===== src/rtl/run_length_detector_pkg.sv =====
// Shared encodings and state-index helpers for the run-length detector.
// Zk sits at index k and Ok at index RUN_LEN+k of the one-hot state vector.
package run_length_detector_pkg;

  typedef enum logic [1:0] {
    MODE_BOTH   = 2'b00,
    MODE_ZERO   = 2'b01,
    MODE_ONE    = 2'b10,
    MODE_EITHER = 2'b11
  } mode_e;

  localparam int unsigned IDLE_IDX = 0;

  function automatic int unsigned z_idx(input int unsigned k);
    return k;
  endfunction

  function automatic int unsigned o_idx(input int unsigned run_len, input int unsigned k);
    return run_len + k;
  endfunction

endpackage


===== src/rtl/dff.sv =====
// Single state flop with a synchronous load of its reset value.
module dff (
  input  logic Default,
  input  logic D,
  input  logic clk,
  input  logic reset,
  output logic Q
);

  always_ff @(posedge clk) begin
    if (reset) Q <= Default;
    else       Q <= D;
  end

endmodule


===== src/rtl/run_length_detector.sv =====
// One-hot Moore detector: z flags a run of RUN_LEN equal bits on w, filtered by mode,
// and match_cnt counts each new saturated run with saturation.
module run_length_detector
  import run_length_detector_pkg::*;
#(
  parameter int unsigned RUN_LEN = 2,
  parameter int unsigned CNT_W   = 8
) (
  input  logic                 clk,
  input  logic                 reset,
  input  logic                 en,
  input  logic                 w,
  input  logic [1:0]           mode,
  input  logic                 clear_cnt,
  output logic                 z,
  output logic                 z_val,
  output logic [2*RUN_LEN:0]   State,
  output logic [CNT_W-1:0]     match_cnt
);

  localparam int unsigned NS     = 2 * RUN_LEN + 1;
  localparam int unsigned ZR_IDX = z_idx(RUN_LEN);
  localparam int unsigned OR_IDX = o_idx(RUN_LEN, RUN_LEN);
  localparam int unsigned ZP_IDX = z_idx(RUN_LEN - 1);
  localparam int unsigned OP_IDX = o_idx(RUN_LEN, RUN_LEN - 1);

  if (RUN_LEN < 2 || RUN_LEN > 16) begin : g_bad_run_len
    $error("run_length_detector: RUN_LEN must be in 2..16");
  end
  if (CNT_W < 1 || CNT_W > 16) begin : g_bad_cnt_w
    $error("run_length_detector: CNT_W must be in 1..16");
  end

  logic [NS-1:0] q;
  logic [NS-1:0] state;
  logic [NS-1:0] nxt;
  logic          legal;
  logic          zero_ok;
  logic          one_ok;
  logic          evt;

  for (genvar i = 0; i < NS; i++) begin : g_state
    dff u_ff (
      .Default (i == 0 ? 1'b1 : 1'b0),
      .D       (nxt[i]),
      .clk     (clk),
      .reset   (reset),
      .Q       (q[i])
    );
  end

  assign state = q;
  assign State = state;
  assign legal = $onehot(state);

  always_comb begin
    nxt = '0;
    if (!legal) begin
      nxt[IDLE_IDX] = 1'b1;
    end else if (!en) begin
      nxt = state;
    end else if (!w) begin
      nxt[z_idx(1)] = state[IDLE_IDX] | (|state[NS-1:RUN_LEN+1]);
      for (int unsigned k = 2; k <= RUN_LEN; k++)
        nxt[z_idx(k)] = state[z_idx(k - 1)];
      // the longest zero run saturates in place
      nxt[ZR_IDX] = nxt[ZR_IDX] | state[ZR_IDX];
    end else begin
      nxt[o_idx(RUN_LEN, 1)] = state[IDLE_IDX] | (|state[RUN_LEN:1]);
      for (int unsigned k = 2; k <= RUN_LEN; k++)
        nxt[o_idx(RUN_LEN, k)] = state[o_idx(RUN_LEN, k - 1)];
      nxt[OR_IDX] = nxt[OR_IDX] | state[OR_IDX];
    end
  end

  assign zero_ok = (mode != MODE_ONE);
  assign one_ok  = (mode != MODE_ZERO);

  // only the step into the saturated state counts, not dwelling there
  assign evt = en & legal &
               ((~w & state[ZP_IDX] & zero_ok) | (w & state[OP_IDX] & one_ok));

  always_ff @(posedge clk) begin
    if (reset)
      match_cnt <= '0;
    else if (clear_cnt)
      match_cnt <= '0;
    else if (evt && match_cnt != '1)
      match_cnt <= match_cnt + CNT_W'(1);
  end

  assign z     = (state[ZR_IDX] & zero_ok) | (state[OR_IDX] & one_ok);
  assign z_val = state[OR_IDX];

endmodule


===== config.mk =====
export PLATFORM = sky130hd
export DESIGN_NAME = run_length_detector
export DESIGN_NICKNAME = d
export VERILOG_FILES = /design/src/rtl/run_length_detector_pkg.sv /design/src/rtl/dff.sv /design/src/rtl/run_length_detector.sv
export SDC_FILE = /design/constraint.sdc
export NUM_CORES = 1
export LEC_CHECK = 0
export CORE_MARGIN = 8
export CORE_UTILIZATION = 45
export DETAILED_ROUTE_END_ITERATION = 16
export PLACE_DENSITY = 0.76
export SETUP_SLACK_MARGIN = 0.5
export SLEW_MARGIN = 20
export SYNTH_ARGS = -nofsm -noshare
export SYNTH_HDL_FRONTEND = slang
export SYNTH_SLANG_ARGS = --single-unit

===== constraint.sdc =====
create_clock -name clk -period 3.6 [get_ports clk]
set_input_delay 1.08 -clock clk [delete_from_list [all_inputs] [get_ports clk]]
set_output_delay 1.08 -clock clk [all_outputs]
set_load 0.005 [all_outputs]

Yosys cells after proc, flatten, opt, wreduce, memory -nomap -nowiden
Cells that the tools add are included.

storage, ports and cells
  register bits after elaboration = 13
  input bits = 7
  output and inout bits = 15
  word-level logic and storage cells = 38

cells by class
  $add $sub $neg = 5
  equal/unequal tests = 4
  multiplexer cells = 2
  bitwise logic cells = 16
  reduce and logical (&&, ||, !) cells = 5

operators with widths
  kind                                                                   count
  8-bit by 1-bit adder with 8-bit output, second input constant          1
  1-bit bitwise AND                                                      8
  8-bit != test, second input constant                                   1
  2-bit OR reduction                                                     4
  1-bit OR                                                               6
  1-bit by 1-bit adder with 2-bit output                                 2
  2-bit 2-to-1 mux                                                       2
  2-bit by 2-bit adder with 3-bit output                                 1
  3-bit by 1-bit adder with 3-bit output                                 1
  3-bit by 1-bit equality test with 1-bit output, second input constant  1
  2-bit by 1-bit != test with 1-bit output, second input constant        1
  2-bit != test, second input constant                                   1
  1-bit inverter                                                         2
  1-bit logical AND                                                      1

Depth between registers and ports, before layout
  depth in word-level cells = 7
  depth in mapped cells = 10
  mapped depth without buffers = 10

Cells and area by module
A second synthesis with hierarchy kept.

unflattened totals
  cell total of the unflattened synthesis = 93
  area, all modules = 809.5 µm²

modules (own cells, without submodules)
  module               times used  cells an instance  area an instance (µm²)  sequential area each (µm²)
  run_length_detector  1           83                 634.4                   160.2
  dff                  5           2                  35.0                    20.0

Worst setup path before layout
No wires, ideal clock.

  kind = reg-to-reg
  start point = reg g_state[0].u_ff.Q
  end point = reg match_cnt[3]
  library setup time = 0.070 ns
  arrival time = 2.452 ns
  data required time = 3.530 ns
  path slack = 1.078 ns
  cell stages (with the launch flop) = 11
  buffers on the path = 0
  period minus slack after synthesis = 2.522 ns
  cell sequence = dfxtp_1 -> inv_1 -> fa_1 -> fa_1 -> inv_1 -> ha_1 -> nor3_2 -> and2_2 -> nand3_4 -> or3_1 -> a21oi_1

on the way
  longest elaborated chain between the ends = 7

RTL lines
  element                                                       RTL line                   source
  from (decl)                                                   dff.sv:7                   output logic Q
  from (signal assigned)                                        dff.sv:11                  if (reset) Q <= Default;
  1-bit by 1-bit adder with 2-bit output (implied by the code)  run_length_detector.sv:54  assign legal = $onehot(state);
  2-bit by 2-bit adder with 3-bit output (implied by the code)  run_length_detector.sv:54
  3-bit by 1-bit adder with 3-bit output (implied by the code)  run_length_detector.sv:54
  3-bit by 1-bit equality test with 1-bit output                run_length_detector.sv:54
  1-bit bitwise AND (2 in series)                               run_length_detector.sv:80  assign evt = en & legal &
  1-bit logical AND                                             run_length_detector.sv:88  else if (evt && match_cnt != '1)
  to (signal assigned)                                          run_length_detector.sv:89  match_cnt <= match_cnt + CNT_W'(1);
  to (decl)                                                     run_length_detector.sv:18  output logic [CNT_W-1:0] match_cnt

Every way passes these cells.
A chain may end at the register's enable or synchronous reset.

Worst setup path in the final report
  start point = in mode[0]
  end point = out z

on the way
  longest elaborated chain between the ends = 3
  elaborated cells on any way between the ends = 5
  those cells by class = 2 x eq/ne; 3 x bitwise

RTL lines
  element                                                                    RTL line                                              source
  from (decl)                                                                run_length_detector.sv:13                             input logic [1:0] mode,
  2-bit != test or 2-bit by 1-bit != test with 1-bit output (tied branches)  run_length_detector.sv:76, run_length_detector.sv:77
  1-bit bitwise AND                                                          run_length_detector.sv:92                             assign z = (state[ZR_IDX] & zero_ok) | (state[OR_IDX] & one_ok);
  1-bit OR *                                                                 run_length_detector.sv:92
  to (decl)                                                                  run_length_detector.sv:15                             output logic z,

Every way passes the cells marked *; elsewhere a longest branch is shown, timed or not.

==> impl_metrics.env <==
export IMPL_p_leak_uw=0.000379
export IMPL_cellPowerDensity_nw_per_um2=419
export IMPL_port_buffers=21
export IMPL_dr_total_vias=697
export IMPL_synth_adder_area_share_pct=8.54
export IMPL_ys_ff_latch=13
export IMPL_rr_worst_depth=10
export IMPL_drv_cap=0
export IMPL_timing_rr_end="match_cnt[7]"
export IMPL_grt_pass1_vias=624
export IMPL_worstSetupEndpointType="primary output"
export IMPL_drv_slew=0
export IMPL_setup_viol=0
export IMPL_synthSimpleGateAreaFrac_pct=27.4
export IMPL_ir_worst_vdd_mv=0.346
export IMPL_reg2reg_slack_ns=0.86
export IMPL_fill_cells=152
export IMPL_nNetsFinal=122
export IMPL_cts_sinks=13
export IMPL_drt_initial_drc_count=20
export IMPL_first_pass_iters=4
export IMPL_skew_ns=0.00398
export IMPL_status="finished clean"
export IMPL_critical_path_required_ns=2.52
export IMPL_synth_xor_area_share_pct=2.30
export IMPL_synth_nets=102
export IMPL_antenna_left=0
export IMPL_syn_inst=91
export IMPL_synth_distinct_cells=33
export IMPL_postSynthAreaPerCell_um2=8.37
export IMPL_crit_chain="dlymetal6s2s_1, nand2b_4, nand2_1, a2bb2oi_1, buf_2"
export IMPL_die_x_um=57.2
export IMPL_tritoncts="built"
export IMPL_reg2reg_from="g_state[1].u_ff.Q"
export IMPL_grt_max_degree=9
export IMPL_die_y_um=57.2
export IMPL_yosysTopAreaCellShare_pct=34.2
export IMPL_worst_slew_pin_slew_ns=0.290
export IMPL_synthMuxAreaShare_pct=0
export IMPL_yosysWarnings=0
export IMPL_start_util_pct=46.1
export IMPL_overflow=0
export IMPL_crit_fanout=2
export IMPL_relSlewSlack_pct=80.4
export IMPL_dp_cells=123
export IMPL_grt_pass1_wl_mm=2.70
export IMPL_hold_viol=0
export IMPL_synth_compound_area_share_pct=17.2
export IMPL_synth_top_family_by_area="simple AND/OR/NAND/NOR gates"
export IMPL_netlist_area_um2=762
export IMPL_cts_made_buffers=3
export IMPL_place_congestion=0.805
export IMPL_clk_pin_slew_ns=0.07
export IMPL_critPathMaxStageDelay_ns=0.15
export IMPL_hold_buffers=0
export IMPL_start_kind="input port"
export IMPL_holdCritStartpoint="match_cnt[1]"
export IMPL_htree_levels=1
export IMPL_finalCritPeriodShare_pct=77.1
export IMPL_root_buffer="clkbuf_4"
export IMPL_clkLatencyLatePin_ns=0.27
export IMPL_drive_gt1_share_pct=10.9
export IMPL_stdcell_count=127
export IMPL_yosysTopAreaCell="dfxtp_1"
export IMPL_ios=22
export IMPL_grt_use_total_pct=10.2
export IMPL_yosys_top_cells_area="dfxtp_1 (34%), a21oi_1 (5.3%), fa_1 (5.3%)"
export IMPL_drt_wl_total_mm=1.64
export IMPL_clockBufferDepth=2
export IMPL_arrival_ns=1.69
export IMPL_diodes=0
export IMPL_coreArea_um2=1650
export IMPL_setup_tns_ns=0
export IMPL_hold_path_class="flip-flop to flip-flop"
export IMPL_syn_to_final_growth_pct=30.4
export IMPL_yosysSeqAreaShare_pct=34.2
export IMPL_drc_errors=0
export IMPL_max_freq_mhz=360
export IMPL_dpl_hpwl_mm=1.26
export IMPL_antenna_found_initial=0
export IMPL_wl_per_cell_um=12.9
export IMPL_min_path_cells=2
export IMPL_grt_setup_unrepaired="false"
export IMPL_slowest_stage="dlymetal6s2s_1"
export IMPL_path_class="input port to primary output"
export IMPL_vias_per_cell=5.49
export IMPL_rows=15
export IMPL_worstHoldEndpoint="match_cnt[1]"
export IMPL_post_route_min_period_ns=2.77
export IMPL_dieArea_um2=3270
cell usage in the layout, fill, tap and decap left out, drive strengths merged, types with 2 or more instances in the layout:
| master | n |
|---|---|
| clkdlybuf4s50 | 18 |
| dfxtp | 13 |
| inv | 10 |
| nand2 | 8 |
| a21oi | 8 |
| nor2 | 5 |
| nand3 | 5 |
| nor3 | 4 |
| clkbuf | 4 |
| o21ai | 3 |
| or3 | 3 |
| a211oi | 3 |
| nand2b | 2 |
| xor2 | 2 |
| fa | 2 |
| ha | 2 |
| dlymetal6s2s | 2 |
| and2 | 2 |
metal layers:
| metal | vias up | track usage, % | wire (µm) |
|---|---|---|---|
| met3 | 2 | 5.10 | 123 |
| met2 | 21 | 15.5 | 723 |
| met5 | - | 0 | 0 |
| met1 | 322 | 11.8 | 768 |
| li1 | 352 | - | - |
| met4 | 0 | 4.03 | 21 |
cells in the mapped netlist, drive strengths merged:
| cell type | n |
|---|---|
| a311oi | 1 |
| nand2 | 8 |
| or3 | 3 |
| o311ai | 1 |
| and2 | 2 |
| a32o | 1 |
| nand4b | 1 |
| and3 | 1 |
| dfxtp | 13 |
| a41oi | 1 |
| a21oi | 8 |
| or2b | 1 |
| nor2b | 1 |
| a211oi | 3 |
| inv | 10 |
| o21ai | 3 |
| and4 | 1 |
| a21o | 1 |
| nand4 | 1 |
| ha | 2 |
| xor2 | 2 |
| nand3 | 5 |
| nor2 | 5 |
| a2bb2oi | 1 |
| or2 | 1 |
| nor3 | 4 |
| fa | 2 |
| nand2b | 2 |
| buf | 6 |
registers in the layout, indices dropped and copies added (netlist names):
register        cells
g_state.u_ff.Q      5
match_cnt           8
critical path, delay by kind of cell:
| family | cells | cell delay [ns] |
|---|---|---|
| buffers and inverters | 2 | 0.29 |
| AND/OR/NAND/NOR | 2 | 0.20 |
| AO/OA/AOI/OAI | 1 | 0.12 |
how the worst max path moves through the flow:
stage,start,end,slack (ns)
floorplan,g_state[0].u_ff.Q,match_cnt[3],1.08
global placement,mode[0],z,0.14
detailed placement,mode[0],z,0.11
CTS,mode[0],z,0.51
global route,g_state[3].u_ff.Q,match_cnt[3],0.70
finish,mode[0],z,0.83
where the power goes:
part / leakage (µW) / internal [µW] / switching, µW / total, µW
combinational: 0.000258 / 80.2 / 78.0 / 158
clock: 0.0000150 / 43.0 / 44.6 / 87.5
sequential: 0.000105 / 156 / 14.7 / 171
what timing repair did:
| item | CTS | global route |
|---|---|---|
| setup buffers | 0 | 0 |
| resized for setup | 4 | 4 |
| pin swaps | 0 | 1 |
| endpoints found under the setup margin | 1 | 1 |
layout make-up:
class,count,area (µm²),area share (%)
Timing Repair Buffer,21,210,21.2
Tap cell,17,21.3,2.14
Multi-Input combinational cell,62,438,44.1
Inverter,10,37.5,3.78
Clock buffer,4,26.3,2.64
Sequential cell,13,260,26.2
cells by family after synthesis:
logic type / after synthesis
AO/OA/AOI/OAI: 20
adder cells (fa/ha/maj): 4
buffers and inverters: 16
flip-flops: 13
XOR/XNOR: 2
AND/OR/NAND/NOR: 36
per-stage QoR:
stage               power, µW  instance area (µm²)  hold WS, ns  util, %  worst slack (ns)
floorplan                 290                  762        0.470        -              1.08
global placement          332                  952        0.497     57.7             0.139
detailed placement        332                  952        0.501     57.7             0.111
CTS                       420                  973        0.512     58.9             0.505
global route              454                  993        0.536     60.2             0.701
finish                    417                  993        0.508     60.2             0.825
No activity file was read; power rests on OpenSTA's default activity.
